<file path="src/rtl/esp_uart_if.sv">
// Register-bus interface for esp_uart: word-addressed single-cycle read and write strobes.
interface esp_uart_if;
   logic [1:0]  bus_addr;
   logic [31:0] bus_wrdata;
   logic        bus_wren;
   logic        bus_rden;
   logic [31:0] bus_rddata;

   modport master (output bus_addr, bus_wrdata, bus_wren, bus_rden, input bus_rddata);
   modport slave  (input bus_addr, bus_wrdata, bus_wren, bus_rden, output bus_rddata);
endinterface

</file>
<file path="src/rtl/esp_uart.sv">
// esp_uart: 8N1 UART with RX/TX FIFOs behind a 4-word register bus (STATUS, DATA, CTRL).
// Define ESP_UART_HWFLOW_EN to build in CTS/RTS hardware flow control (CTRL bit0).
module esp_uart #(
   parameter int BAUD_DIV   = 25,
   parameter int FIFO_DEPTH = 16
) (
   input  logic      clk,
   input  logic      reset,
   esp_uart_if.slave cpu,
   output logic      uart_txd,
   input  logic      uart_rxd,
   input  logic      uart_cts_n,
   output logic      uart_rts_n
);
   localparam int          AW       = $clog2(FIFO_DEPTH);
   localparam logic [AW:0] FULL_CNT = (AW+1)'(FIFO_DEPTH);
   localparam logic [15:0] BIT_END  = 16'(BAUD_DIV - 1);
   localparam logic [15:0] HALF_END = 16'(BAUD_DIV / 2 - 1);
   localparam logic [1:0]  IDLE = 2'd0, START = 2'd1, DATA = 2'd2, STOP = 2'd3;

   logic [1:0] rxd_sync_reg, cts_sync_reg;
   logic       rxd_prev_reg, rxd_s;
   always_ff @(posedge clk) begin
      if (reset) begin
         rxd_sync_reg <= 2'b11;
         cts_sync_reg <= 2'b11;
         rxd_prev_reg <= 1'b1;
      end else begin
         rxd_sync_reg <= {rxd_sync_reg[0], uart_rxd};
         cts_sync_reg <= {cts_sync_reg[0], uart_cts_n};
         rxd_prev_reg <= rxd_sync_reg[1];
      end
   end
   assign rxd_s = rxd_sync_reg[1];

   logic wr_status, wr_data, wr_ctrl, rd_data, flush, clr_ovf, clr_fe;
   assign wr_status = cpu.bus_wren && (cpu.bus_addr == 2'd0);
   assign wr_data   = cpu.bus_wren && (cpu.bus_addr == 2'd1);
   assign wr_ctrl   = cpu.bus_wren && (cpu.bus_addr == 2'd2);
   assign rd_data   = cpu.bus_rden && (cpu.bus_addr == 2'd1);
   assign flush     = wr_status && cpu.bus_wrdata[7];
   assign clr_ovf   = wr_status && cpu.bus_wrdata[2];
   assign clr_fe    = wr_status && cpu.bus_wrdata[3];

   logic [AW:0] rx_count_reg, tx_count_reg;
   logic        ctrl_flow, cts_ok;
`ifdef ESP_UART_HWFLOW_EN
   logic        ctrl_flow_reg;
   logic [AW:0] rx_free;
   always_ff @(posedge clk) begin
      if (reset)        ctrl_flow_reg <= 1'b0;
      else if (wr_ctrl) ctrl_flow_reg <= cpu.bus_wrdata[0];
   end
   assign ctrl_flow  = ctrl_flow_reg;
   assign cts_ok     = !(ctrl_flow_reg && cts_sync_reg[1]);
   assign rx_free    = FULL_CNT - rx_count_reg;
   assign uart_rts_n = ctrl_flow_reg && (rx_free < (AW+1)'(2));
`else
   assign ctrl_flow  = 1'b0;
   assign cts_ok     = 1'b1;
   assign uart_rts_n = 1'b0;
`endif

   logic unused_bits;
   assign unused_bits = &{1'b0, cpu.bus_wrdata[31:8], cpu.bus_wrdata[6:4], cpu.bus_wrdata[1:0],
                          cts_sync_reg[1], wr_ctrl};

   // ---------------- TX FIFO and shifter ----------------
   logic [7:0]    tx_mem [FIFO_DEPTH];
   logic [AW-1:0] tx_wr_ptr_reg, tx_rd_ptr_reg;
   logic [1:0]    tx_state_reg;
   logic [15:0]   tx_cnt_reg;
   logic [2:0]    tx_bit_reg;
   logic [7:0]    tx_shift_reg;
   logic          txd_reg, tx_full, tx_empty, tx_push, tx_pop, tx_busy;

   assign tx_full  = (tx_count_reg == FULL_CNT);
   assign tx_empty = (tx_count_reg == '0);
   // A new frame may start from IDLE or straight out of the last stop-bit clock.
   assign tx_pop   = !tx_empty && cts_ok &&
                     ((tx_state_reg == IDLE) || ((tx_state_reg == STOP) && (tx_cnt_reg == BIT_END)));
   assign tx_push  = wr_data && (!tx_full || tx_pop);
   assign tx_busy  = !tx_empty || (tx_state_reg != IDLE);

   always_ff @(posedge clk) begin
      if (tx_push) tx_mem[tx_wr_ptr_reg] <= cpu.bus_wrdata[7:0];
   end

   always_ff @(posedge clk) begin
      if (reset || flush) begin
         tx_wr_ptr_reg <= '0;
         tx_rd_ptr_reg <= '0;
         tx_count_reg  <= '0;
      end else begin
         if (tx_push) tx_wr_ptr_reg <= tx_wr_ptr_reg + AW'(1);
         if (tx_pop)  tx_rd_ptr_reg <= tx_rd_ptr_reg + AW'(1);
         tx_count_reg <= tx_count_reg + (AW+1)'(tx_push) - (AW+1)'(tx_pop);
      end
   end

   always_ff @(posedge clk) begin
      if (reset || flush) begin
         tx_state_reg <= IDLE;
         tx_cnt_reg   <= '0;
         tx_bit_reg   <= '0;
         tx_shift_reg <= '0;
         txd_reg      <= 1'b1;
      end else if (tx_pop) begin
         tx_state_reg <= START;
         tx_cnt_reg   <= '0;
         tx_shift_reg <= tx_mem[tx_rd_ptr_reg];
         txd_reg      <= 1'b0;
      end else if (tx_state_reg == IDLE) begin
         tx_cnt_reg <= '0;
      end else if (tx_cnt_reg != BIT_END) begin
         tx_cnt_reg <= tx_cnt_reg + 16'd1;
      end else begin
         tx_cnt_reg <= '0;
         case (tx_state_reg)
            START: begin
               tx_state_reg <= DATA;
               tx_bit_reg   <= '0;
               txd_reg      <= tx_shift_reg[0];
               tx_shift_reg <= {1'b0, tx_shift_reg[7:1]};
            end
            DATA: begin
               if (tx_bit_reg == 3'd7) begin
                  tx_state_reg <= STOP;
                  txd_reg      <= 1'b1;
               end else begin
                  tx_bit_reg   <= tx_bit_reg + 3'd1;
                  txd_reg      <= tx_shift_reg[0];
                  tx_shift_reg <= {1'b0, tx_shift_reg[7:1]};
               end
            end
            default: tx_state_reg <= IDLE;
         endcase
      end
   end
   assign uart_txd = txd_reg;

   // ---------------- RX sampler and FIFO ----------------
   logic [7:0]    rx_mem [FIFO_DEPTH];
   logic [AW-1:0] rx_wr_ptr_reg, rx_rd_ptr_reg;
   logic [1:0]    rx_state_reg;
   logic [15:0]   rx_cnt_reg;
   logic [2:0]    rx_bit_reg;
   logic [7:0]    rx_shift_reg;
   logic          rx_full, rx_empty, rx_done, rx_push, rx_pop, ovf_set, fe_set;
   logic          ovf_reg, fe_reg;

   assign rx_full  = (rx_count_reg == FULL_CNT);
   assign rx_empty = (rx_count_reg == '0);
   assign rx_done  = (rx_state_reg == STOP) && (rx_cnt_reg == BIT_END);
   assign fe_set   = rx_done && !rxd_s;
   assign rx_pop   = rd_data && !rx_empty;
   assign rx_push  = rx_done && rxd_s && (!rx_full || rx_pop);
   assign ovf_set  = rx_done && rxd_s && rx_full && !rx_pop;

   always_ff @(posedge clk) begin
      if (reset) begin
         rx_state_reg <= IDLE;
         rx_cnt_reg   <= '0;
         rx_bit_reg   <= '0;
         rx_shift_reg <= '0;
      end else begin
         case (rx_state_reg)
            IDLE: begin
               rx_cnt_reg <= '0;
               if (rxd_prev_reg && !rxd_s) rx_state_reg <= START;
            end
            START: begin
               if (rx_cnt_reg == HALF_END) begin
                  rx_cnt_reg   <= '0;
                  rx_bit_reg   <= '0;
                  rx_state_reg <= rxd_s ? IDLE : DATA;
               end else begin
                  rx_cnt_reg <= rx_cnt_reg + 16'd1;
               end
            end
            DATA: begin
               if (rx_cnt_reg == BIT_END) begin
                  rx_cnt_reg   <= '0;
                  rx_shift_reg <= {rxd_s, rx_shift_reg[7:1]};
                  rx_bit_reg   <= rx_bit_reg + 3'd1;
                  if (rx_bit_reg == 3'd7) rx_state_reg <= STOP;
               end else begin
                  rx_cnt_reg <= rx_cnt_reg + 16'd1;
               end
            end
            default: begin
               if (rx_cnt_reg == BIT_END) begin
                  rx_cnt_reg   <= '0;
                  rx_state_reg <= IDLE;
               end else begin
                  rx_cnt_reg <= rx_cnt_reg + 16'd1;
               end
            end
         endcase
      end
   end

   always_ff @(posedge clk) begin
      if (rx_push) rx_mem[rx_wr_ptr_reg] <= rx_shift_reg;
   end

   always_ff @(posedge clk) begin
      if (reset || flush) begin
         rx_wr_ptr_reg <= '0;
         rx_rd_ptr_reg <= '0;
         rx_count_reg  <= '0;
      end else begin
         if (rx_push) rx_wr_ptr_reg <= rx_wr_ptr_reg + AW'(1);
         if (rx_pop)  rx_rd_ptr_reg <= rx_rd_ptr_reg + AW'(1);
         rx_count_reg <= rx_count_reg + (AW+1)'(rx_push) - (AW+1)'(rx_pop);
      end
   end

   // Sticky flags: a set in the same cycle as a clear wins.
   always_ff @(posedge clk) begin
      if (reset) begin
         ovf_reg <= 1'b0;
         fe_reg  <= 1'b0;
      end else begin
         ovf_reg <= ovf_set || (ovf_reg && !clr_ovf);
         fe_reg  <= fe_set || (fe_reg && !clr_fe);
      end
   end

   logic [31:0] rddata_reg;
   always_ff @(posedge clk) begin
      if (reset) begin
         rddata_reg <= '0;
      end else if (cpu.bus_rden) begin
         case (cpu.bus_addr)
            2'd0:    rddata_reg <= {27'd0, tx_full, fe_reg, ovf_reg, tx_busy, !rx_empty};
            2'd1:    rddata_reg <= rx_empty ? 32'd0 : {24'd0, rx_mem[rx_rd_ptr_reg]};
            2'd2:    rddata_reg <= {31'd0, ctrl_flow};
            default: rddata_reg <= '0;
         endcase
      end
   end
   assign cpu.bus_rddata = rddata_reg;
endmodule

</file>
<file path="src/flat_wrapper.sv">
// flat-port wrapper written by rule: the top's interface ports become plain ports
module esp_uart_flat 
#(
   parameter int BAUD_DIV   = 25,
   parameter int FIFO_DEPTH = 16
)
  (clk, reset, uart_txd, uart_rxd, uart_cts_n, uart_rts_n, cpu_bus_addr, cpu_bus_wrdata, cpu_bus_wren, cpu_bus_rden, cpu_bus_rddata);
  esp_uart_if cpu_i ();
  input  logic clk;
  input  logic reset;
  output logic uart_txd;
  input  logic uart_rxd;
  input  logic uart_cts_n;
  output logic uart_rts_n;
  input wire logic [$bits(cpu_i.bus_addr)-1:0] cpu_bus_addr;
  input wire logic [$bits(cpu_i.bus_wrdata)-1:0] cpu_bus_wrdata;
  input wire logic [$bits(cpu_i.bus_wren)-1:0] cpu_bus_wren;
  input wire logic [$bits(cpu_i.bus_rden)-1:0] cpu_bus_rden;
  output wire logic [$bits(cpu_i.bus_rddata)-1:0] cpu_bus_rddata;
  assign cpu_i.bus_addr = cpu_bus_addr;
  assign cpu_i.bus_wrdata = cpu_bus_wrdata;
  assign cpu_i.bus_wren = cpu_bus_wren;
  assign cpu_i.bus_rden = cpu_bus_rden;
  assign cpu_bus_rddata = cpu_i.bus_rddata;
  esp_uart #(.BAUD_DIV(BAUD_DIV), .FIFO_DEPTH(FIFO_DEPTH)) u_core (.clk(clk), .reset(reset), .cpu(cpu_i), .uart_txd(uart_txd), .uart_rxd(uart_rxd), .uart_cts_n(uart_cts_n), .uart_rts_n(uart_rts_n));
endmodule
</file>
<file path="config.mk">
export PLATFORM = sky130hd
export DESIGN_NAME = esp_uart_flat
export DESIGN_NICKNAME = d
export VERILOG_FILES = /design/src/rtl/esp_uart_if.sv /design/src/rtl/esp_uart.sv /design/src/flat_wrapper.sv
export SDC_FILE = /design/constraint.sdc
export NUM_CORES = 1
export LEC_CHECK = 0
export CORE_ASPECT_RATIO = 0.8
export CORE_MARGIN = 1.5
export CORE_UTILIZATION = 60
export CTS_CLUSTER_SIZE = 40
export DETAILED_ROUTE_END_ITERATION = 12
export PLACE_DENSITY = 0.84
export SETUP_SLACK_MARGIN = 0.2
export SYNTH_ARGS = -nofsm -noshare
export SYNTH_HDL_FRONTEND = slang
export SYNTH_SLANG_ARGS = --single-unit
</file>
<file path="constraint.sdc">
create_clock -name clk -period 4.32 [get_ports clk]
set_input_delay 0.864 -clock clk [delete_from_list [all_inputs] [get_ports clk]]
set_output_delay 0.864 -clock clk [all_outputs]
set_load 0.05 [all_outputs]
</file>
==> results of run 1 <==
report_power, final:
part / switching [W] / leakage, nW / total, W / internal, W
logic: 0.000660 / 1.86 / 0.00120 / 0.000535
clock network: 0.00129 / 0.575 / 0.00314 / 0.00185
registers: 0.000180 / 3.20 / 0.00398 / 0.00380
total: 0.00213 / 5.63 / 0.00832 / 0.00619
synth_stat cells, types with 8 or more instances:
library cell / n
edfxtp_1: 256
dfxtp_1: 106
nor2_1: 103
nand2_1: 65
mux4_2: 64
a21oi_1: 46
inv_1: 39
ha_1: 37
nand3_1: 27
clkbuf_1: 26
o21ai_0: 26
buf_4: 25
xnor2_1: 21
mux2i_1: 20
xor2_1: 19
nor3_1: 18
buf_1: 11
nand4_1: 11
mux2_2: 8
how the worst max path moves through the flow:
stage / endpoint / slack, ns / cells past startpoint
finish: u_core.rx_count_reg[4] / 1.06 / 13
global placement: u_core.rx_count_reg[4] / 0.73 / 12
CTS: u_core.rx_count_reg[4] / 1.07 / 13
global route: u_core.rx_count_reg[4] / 0.92 / 13
detailed placement: u_core.rx_count_reg[4] / 0.72 / 12
floorplan: u_core.rx_mem[3][0] / 1.30 / 6
per-layer routing:
layer	GRT usage, %	vias to the layer above	part of all wire [%]
met5	0	-	0
met4	8.68	0	2.7
met1	33.0	4469	41
li1	-	3976	-
met2	39.4	395	47
met3	5.04	63	9.0
worst register-to-register path: cells and delay by family, from the launching register on:
family,cells,cell delay [ns]
AO/OA/AOI/OAI,1,0.16
XOR/XNOR,1,0.16
adder cells (fa/ha/maj),4,1.17
buffers and inverters,2,0.15
flip-flops,1,0.33
AND/OR/NAND/NOR,5,1.17
area by class of cell:
cell class | instances | area (µm²)
diodes | 2 | 5.00
clock buffers | 40 | 925
clock inverters | 22 | 275
fillers | 1510 | 7550
inverters | 40 | 150
multi-input cells | 598 | 4770
flip-flops and latches | 362 | 9810
well taps | 318 | 398
repair buffers | 66 | 553
cells by family (layout without fill, tap and decap cells):
kind of cell    count (synthesis)  after routing  synth area share [%]
flops                         362            362                  65.5
simple gates                  289            289                  9.40
compound gates                113            113                  4.59
buf+inv                       104            168                  3.25
mux                            92             92                  11.6
xor+xnor                       40             40                  2.34
fa+ha+maj                      39             39                  3.36
other cells                     1             27                0.0250
per-stage QoR:
| stage | total power (W) | cells | worst slack (ns) |
|---|---|---|---|
| after floorplan | 0.00491 | 1064 | 1.30 |
| after global placement | 0.00515 | 1384 | 0.727 |
| after detailed placement | 0.00519 | 1384 | 0.716 |
| after CTS | 0.00835 | 1446 | 1.07 |
| after global routing | 0.00859 | 1447 | 0.923 |
| final | 0.00832 | 1448 | 1.06 |
==> Flow_metrics.wiki, run 1 <==
{| class="wikitable"
! Metric !! Value
|-
| Maximum level of the CTS H-tree || 2
|-
| Max Cap Viol || 0
|-
| Most prevalent standard cell on the critical path || nor2_1
|-
| Path type of the worst min-delay path || flip-flop to flip-flop
|-
| Largest regs || u_core.rx_mem x128, u_core.tx_mem x128
|-
| Leading cell types by total area after synthesis || edfxtp_1 51%, dfxtp_1 14%, mux4_2 9.6%
|-
| Element type at the critical path end || flip-flop
|-
| Starting DRT DRC Count || 1072
|-
| RD Place Congestion || 0.801
|-
| Hold Startpoint || u_core.rxd_sync_reg[0]
|-
| Number of warnings reported in the yosys synthesis log || 0
|-
| Area fraction of the dominant cell type after synthesis || 51.3%
|-
| Worst hold-check slack || 0.420 ns
|-
| Layout-stage area growth over the synthesis result || 12.8%
|-
| Post-synth ARST share || 0%
|-
| Number of detailed-route iterations in the first pass || 5
|-
| Top library cells by usage in the layout, fill and taps aside || 256 x edfxtp_1, 104 x dfxtp_1, 103 x nor2_1
|-
| CP peak stage delay || 0.74 ns
|-
| Number of clock sinks || 362
|-
| Detail-routed via count per cell || 6.15
|-
| Worst clock skew || 0.0394 ns
|-
| Vias after detailed routing || 8903
|-
| Clock edge transition at the registers on the reported setup and hold paths || 0.07 ns
|-
| Gr ovfl total || 0
|-
| Number of remaining DRC errors || 0
|-
| Number of hold violations in the final report || 0
|-
| Number of unique standard cell types used by synthesis || 57
|-
| Post-synthesis sequential element count || 362
|-
| Core area || 24400 µm²
|-
| Number of setup buffers added after CTS || 0
|-
| Maximum net fanout on the critical path || 4
|-
| Cell leakage power || 5.63 nW
|-
| Top-Level Pins || 74
|-
| Min-Delay Path Depth || 1
|-
| Cell count of the worst reg-to-reg path || 13
|-
| Min Clock Period, post-route || 3.26 ns
|-
| Worst vdd ir || 0.367 mV
|-
| # resized after CTS || 0
|-
| Number of antenna violations at the first check in global routing || 1
|-
| Pin count of the biggest net entering global routing || 29
|-
| Post-Syn Area per Cell || 14.4 µm²
|-
| TritonCTS clock tree || built
|-
| Largest area contributor in the netlist || edfxtp_1
|-
| Height of the chip || 144 µm
|-
| Die ar. || 25900 µm²
|-
| Via count of the first global-routing pass || 8680
|-
| Most used flip-flop cell after synthesis || edfxtp_1
|-
| Crit path launch type || flip-flop
|-
| Part of the Yosys area used for sequential elements || 65.5%
|-
| Hold Path End || u_core.rxd_sync_reg[1]
|-
| Buffer and inverter count on the worst path || 2
|-
| Chain of cells forming the critical path || inv_1 -> ha_1 -> nor4b_1 -> nor2_1 -> ha_1 -> inv_1 -> ha_1 -> fa_1 -> a21oi_1 -> nor2_1 -> nor2_1 -> xnor2_1 -> nor2_1
|-
| Cts hold-fix bufs || 0
|-
| Origin of the worst setup path || u_core.rx_count_reg[3]
|-
| Transition time at the pin with the least slew margin || 1.11 ns
|-
| Number of port buffers || 23
|-
| Number of nets at the end of the flow || 1181
|-
| Setup TNS Final || 0 ns
|-
| First-pass GRT wire length || 47900 µm
|-
| Post-synth EDFFs || 256
|-
| Cell count after synthesis || 1040
|-
| Clock buffers created by TritonCTS || 34
|-
| Kind of critical path || flip-flop to flip-flop
|-
| Total routing resource utilization after global routing || 24.3%
|-
| Final period utilization || 75.4%
|-
| Number of standard-cell rows in the floorplan || 51
|-
| FF-to-FF Start || u_core.rx_count_reg[3]
|-
| Wire length reported by the detailed router || 31200 µm
|-
| Average detailed-routed wire length per instance || 21.5 µm
|-
| Deepest clock path buffer count || 3
|-
| Final Max Slew Viols || 0
|-
| Horizontal die dimension || 180 µm
|-
| Final Instance Area || 16900 µm²
|-
| Dominant delay contributor by cell family on the critical path || simple AND/OR/NAND/NOR gates
|-
| Detailed-placement wirelength estimate || 19200 µm
|-
| Final cell utilization of the core || 69.1%
|-
| Cell with the biggest individual delay on the critical path || nor4b_1
|-
| Cell Pwr Density || 493 nW/µm²
|-
| Result of the run || finished clean
|-
| Register-to-register setup slack || 1.06 ns
|-
| Worst skew pair latency || 0.53 ns
|-
| RSZ-0062 raised after global routing || no
|-
| Endpoint arrival time on the critical path || 3.64 ns
|-
| Remaining max-slew budget at the tightest pin || 25.2%
|-
| F_max || 0.307 GHz
|-
| Clock root cell || clkbuf_16
|-
| Post-detailed-route count of antenna-violating nets || 0
|-
| Cell area after technology mapping || 15000 µm²
|-
| Fraction of final layout cells with drive strength greater than 1 || 16.4%
|-
| Total cell area at the placement stage || 15700 µm²
|-
| Starting density of the core || 61.3%
|-
| Data required, critical path || 4.70 ns
|-
| Destination of the worst register-to-register timing path || u_core.rx_count_reg[4]
|-
| Final Setup Violations || 0
|-
| Most common cell after layout, fill and taps aside || edfxtp_1
|}
(Power assumes the default switching activity.)
==> run 2, diff against run 1 <==
==> constraint.sdc (replaced) <==
create_clock -name clk -period 3.2 [get_ports clk]
set_input_delay 0.64 -clock clk [delete_from_list [all_inputs] [get_ports clk]]
set_output_delay 0.64 -clock clk [all_outputs]
set_load 0.05 [all_outputs]
==> run 2 against run 1 <==
Fmax increased by 4.4%. Highest routed layer is now met5. Clock-buffer cell count grew 10. Via count increased by 1.0%. Global-route usage grew 0.065 points. Flip-flop and latch count is the same. Combinational power grew 46%. Non-clock buffer count rose by 25. Total power up 32%. Final cell count rose by 1.6%. Largest cell class unchanged. Design area increased by 1.2%.
==> Flow_metrics.wiki, run 2 (same netlist as run 1, synthesis figures left out) <==
{| class="wikitable"
! Metric !! Value
|-
| Number of standard cells in the layout, taps in and fillers out || 1471 (was 1448)
|-
| Starting density of the core || 61.3% (unchanged)
|-
| Remaining max-slew budget at the tightest pin || 39.1% (was 25.2%)
|-
| Worst clock skew || 0.0314 ns (was 0.0394 ns)
|-
| Total power consumption of the routed design || 0.0110 W (was 0.00832 W)
|-
| Number of standard-cell rows in the floorplan || 51 (unchanged)
|-
| Number of detailed-route iterations in the first pass || 5 (unchanged)
|-
| Path type of the worst min-delay path || flip-flop to flip-flop (unchanged)
|-
| Max Cap Viol || 0 (unchanged)
|-
| Largest regs || u_core.rx_mem x128, u_core.tx_mem x128 (unchanged)
|-
| TritonCTS clock tree || built (unchanged)
|-
| Wire length reported by the detailed router || 31900 µm (was 31200 µm)
|-
| Worst vdd ir || 0.508 mV (was 0.367 mV)
|-
| Post-route setup slack || 0.0800 ns (was 1.06 ns)
|-
| Core area || 24400 µm² (unchanged)
|-
| Vias after detailed routing || 8995 (was 8903)
|-
| Die ar. || 25900 µm² (unchanged)
|-
| Number of antenna violations at the first check in global routing || 1 (unchanged)
|-
| Setup TNS Final || 0 ns (unchanged)
|-
| Number of port buffers || 23 (unchanged)
|-
| Pin count of the biggest net entering global routing || 32 (was 29)
|-
| Worst hold-check slack || 0.436 ns (was 0.420 ns)
|-
| Top-Level Pins || 74 (unchanged)
|-
| Cts hold-fix bufs || 0 (unchanged)
|-
| Transition time at the pin with the least slew margin || 0.912 ns (was 1.11 ns)
|-
| First-pass GRT wire length || 48100 µm (was 47900 µm)
|-
| Clock buffers created by TritonCTS || 34 (unchanged)
|-
| Result of the run || finished clean (unchanged)
|-
| Cell Pwr Density || 641 nW/µm² (was 493 nW/µm²)
|-
| Deepest clock path buffer count || 3 (unchanged)
|-
| RSZ-0062 raised after global routing || yes (was no)
|-
| Most common cell after layout, fill and taps aside || edfxtp_1 (unchanged)
|-
| Number of fill cells || 1464 (was 1510)
|-
| RD Place Congestion || 0.844 (was 0.801)
|-
| Final period utilization || 97.5% (was 75.4%)
|-
| Total routing resource utilization after global routing || 24.3% (about the same)
|-
| Clock edge transition at the registers on the reported setup and hold paths || 0.06 ns (was 0.07 ns)
|-
| Worst skew pair latency || 0.52 ns (was 0.53 ns)
|-
| Min Clock Period, post-route || 3.12 ns (was 3.26 ns)
|-
| Placed insts || 1402 (was 1384)
|-
| Clock root cell || clkbuf_16 (unchanged)
|-
| Pre-CTS worst setup slack || 0.0284 ns (was 0.716 ns)
|-
| Kind of critical path || flip-flop to flip-flop (unchanged)
|-
| Detailed-placement wirelength estimate || 19800 µm (was 19200 µm)
|-
| Number of remaining DRC errors || 0 (unchanged)
|-
| Number of nets at the end of the flow || 1206 (was 1181)
|-
| Post-detailed-route count of antenna-violating nets || 0 (unchanged)
|-
| Horizontal die dimension || 180 µm (unchanged)
|-
| Cell leakage power || 5.76 nW (was 5.63 nW)
|-
| Number of clock sinks || 362 (unchanged)
|-
| Fraction of final layout cells with drive strength greater than 1 || 19.4% (was 16.4%)
|-
| Starting DRT DRC Count || 982 (was 1072)
|-
| Layout-stage area growth over the synthesis result || 14.2% (was 12.8%)
|-
| Final Setup Violations || 0 (unchanged)
|-
| Diodes inserted || 0 (was 2)
|-
| Element type at the critical path end || flip-flop (unchanged)
|-
| Crit path launch type || flip-flop (unchanged)
|-
| Maximum level of the CTS H-tree || 2 (unchanged)
|-
| Height of the chip || 144 µm (unchanged)
|-
| Via count of the first global-routing pass || 8726 (was 8680)
|-
| F_max || 0.321 GHz (was 0.307 GHz)
|-
| Final Max Slew Viols || 0 (unchanged)
|-
| Top library cells by usage in the layout, fill and taps aside || 256 x edfxtp_1, 100 x nor2_1, 99 x dfxtp_1 (was 256 x edfxtp_1, 104 x dfxtp_1, 103 x nor2_1)
|-
| Endpoint arrival time on the critical path || 3.50 ns (was 3.64 ns)
|-
| Average detailed-routed wire length per instance || 21.7 µm (was 21.5 µm)
|-
| Detail-routed via count per cell || 6.11 (was 6.15)
|-
| Data required, critical path || 3.58 ns (was 4.70 ns)
|-
| Number of hold violations in the final report || 0 (unchanged)
|-
| Gr ovfl total || 0 (unchanged)
|-
| Maximum net fanout on the critical path || 4 (unchanged)
|}
run 2: final timing paths:
| kind | depth (start not counted) | to | slack [ns] | startpoint |
|---|---|---|---|---|
| max | 14 | u_core.rx_count_reg[4] | 0.08 | u_core.rx_count_reg[2] |
| min reg2reg | 1 | u_core.rxd_sync_reg[1] | 0.44 | u_core.rxd_sync_reg[0] |
| min | 1 | u_core.rxd_sync_reg[1] | 0.44 | u_core.rxd_sync_reg[0] |
| max reg2reg | 14 | u_core.rx_count_reg[4] | 0.08 | u_core.rx_count_reg[2] |
run 2: stage by stage:
stage                     util, %  cell area (µm²)
after floorplan                 -            15100
after global placement       64.9            15900
after detailed placement     64.9            15900
after CTS                    69.3            16900
after global routing         70.0            17100
final                        70.0            17100
run 2: worst max-delay path: stages (launching register included):
cell	delay, ns
dfxtp_1	0.32
inv_1	0.09
ha_1	0.22
nor4b_1	0.56
buf_4	0.25
nor2_1	0.07
ha_1	0.29
inv_1	0.06
ha_4	0.16
fa_2	0.37
a21oi_2	0.15
nor2_1	0.07
nor2_1	0.15
xnor2_1	0.15
nor2_1	0.08
run 2: routing by layer:
| layer | wire length, µm | up-vias | GRT usage, % |
|---|---|---|---|
| met1 | 13200 | 4473 | 33.5 |
| li1 | - | 4028 | - |
| met4 | 946 | 2 | 8.51 |
| met3 | 2550 | 84 | 4.41 |
| met5 | 10 | - | 0 |
| met2 | 15200 | 408 | 39.5 |
run 2: power by group:
part           internal, W  total (W)  switching [W]
logic             0.000793    0.00175       0.000952
clock network      0.00219    0.00389        0.00170
registers          0.00513    0.00533       0.000195
run 2: repair_timing:
| action | CTS | global route |
|---|---|---|
| setup endpoints to repair | 1 | 86 |
| pin swaps | 0 | 14 |
| resized for setup | 1 | 34 |
| setup buffers | 0 | 7 |
run 2: cell type report:
type	instances	area (µm²)	share of cell area, %
Clock inverter	12	109	0.637
Multi-Input combinational cell	598	4870	28.5
Timing Repair Buffer	91	788	4.61
Clock buffer	50	963	5.63
Inverter	40	153	0.893
Tap cell	318	398	2.33
Sequential cell	362	9820	57.4
==> run 3, diff against run 2 <==
--- a/config.mk
+++ b/config.mk
@@ -10,6 +10,7 @@
 export CORE_UTILIZATION = 60
 export CTS_CLUSTER_SIZE = 40
 export DETAILED_ROUTE_END_ITERATION = 12
+export HOLD_SLACK_MARGIN = 0.03
 export PLACE_DENSITY = 0.84
 export SETUP_SLACK_MARGIN = 0.2
 export SYNTH_ARGS = -nofsm -noshare
==> results of run 3 <==
The final DEF is identical to that of run 2; final timing and power are the same.
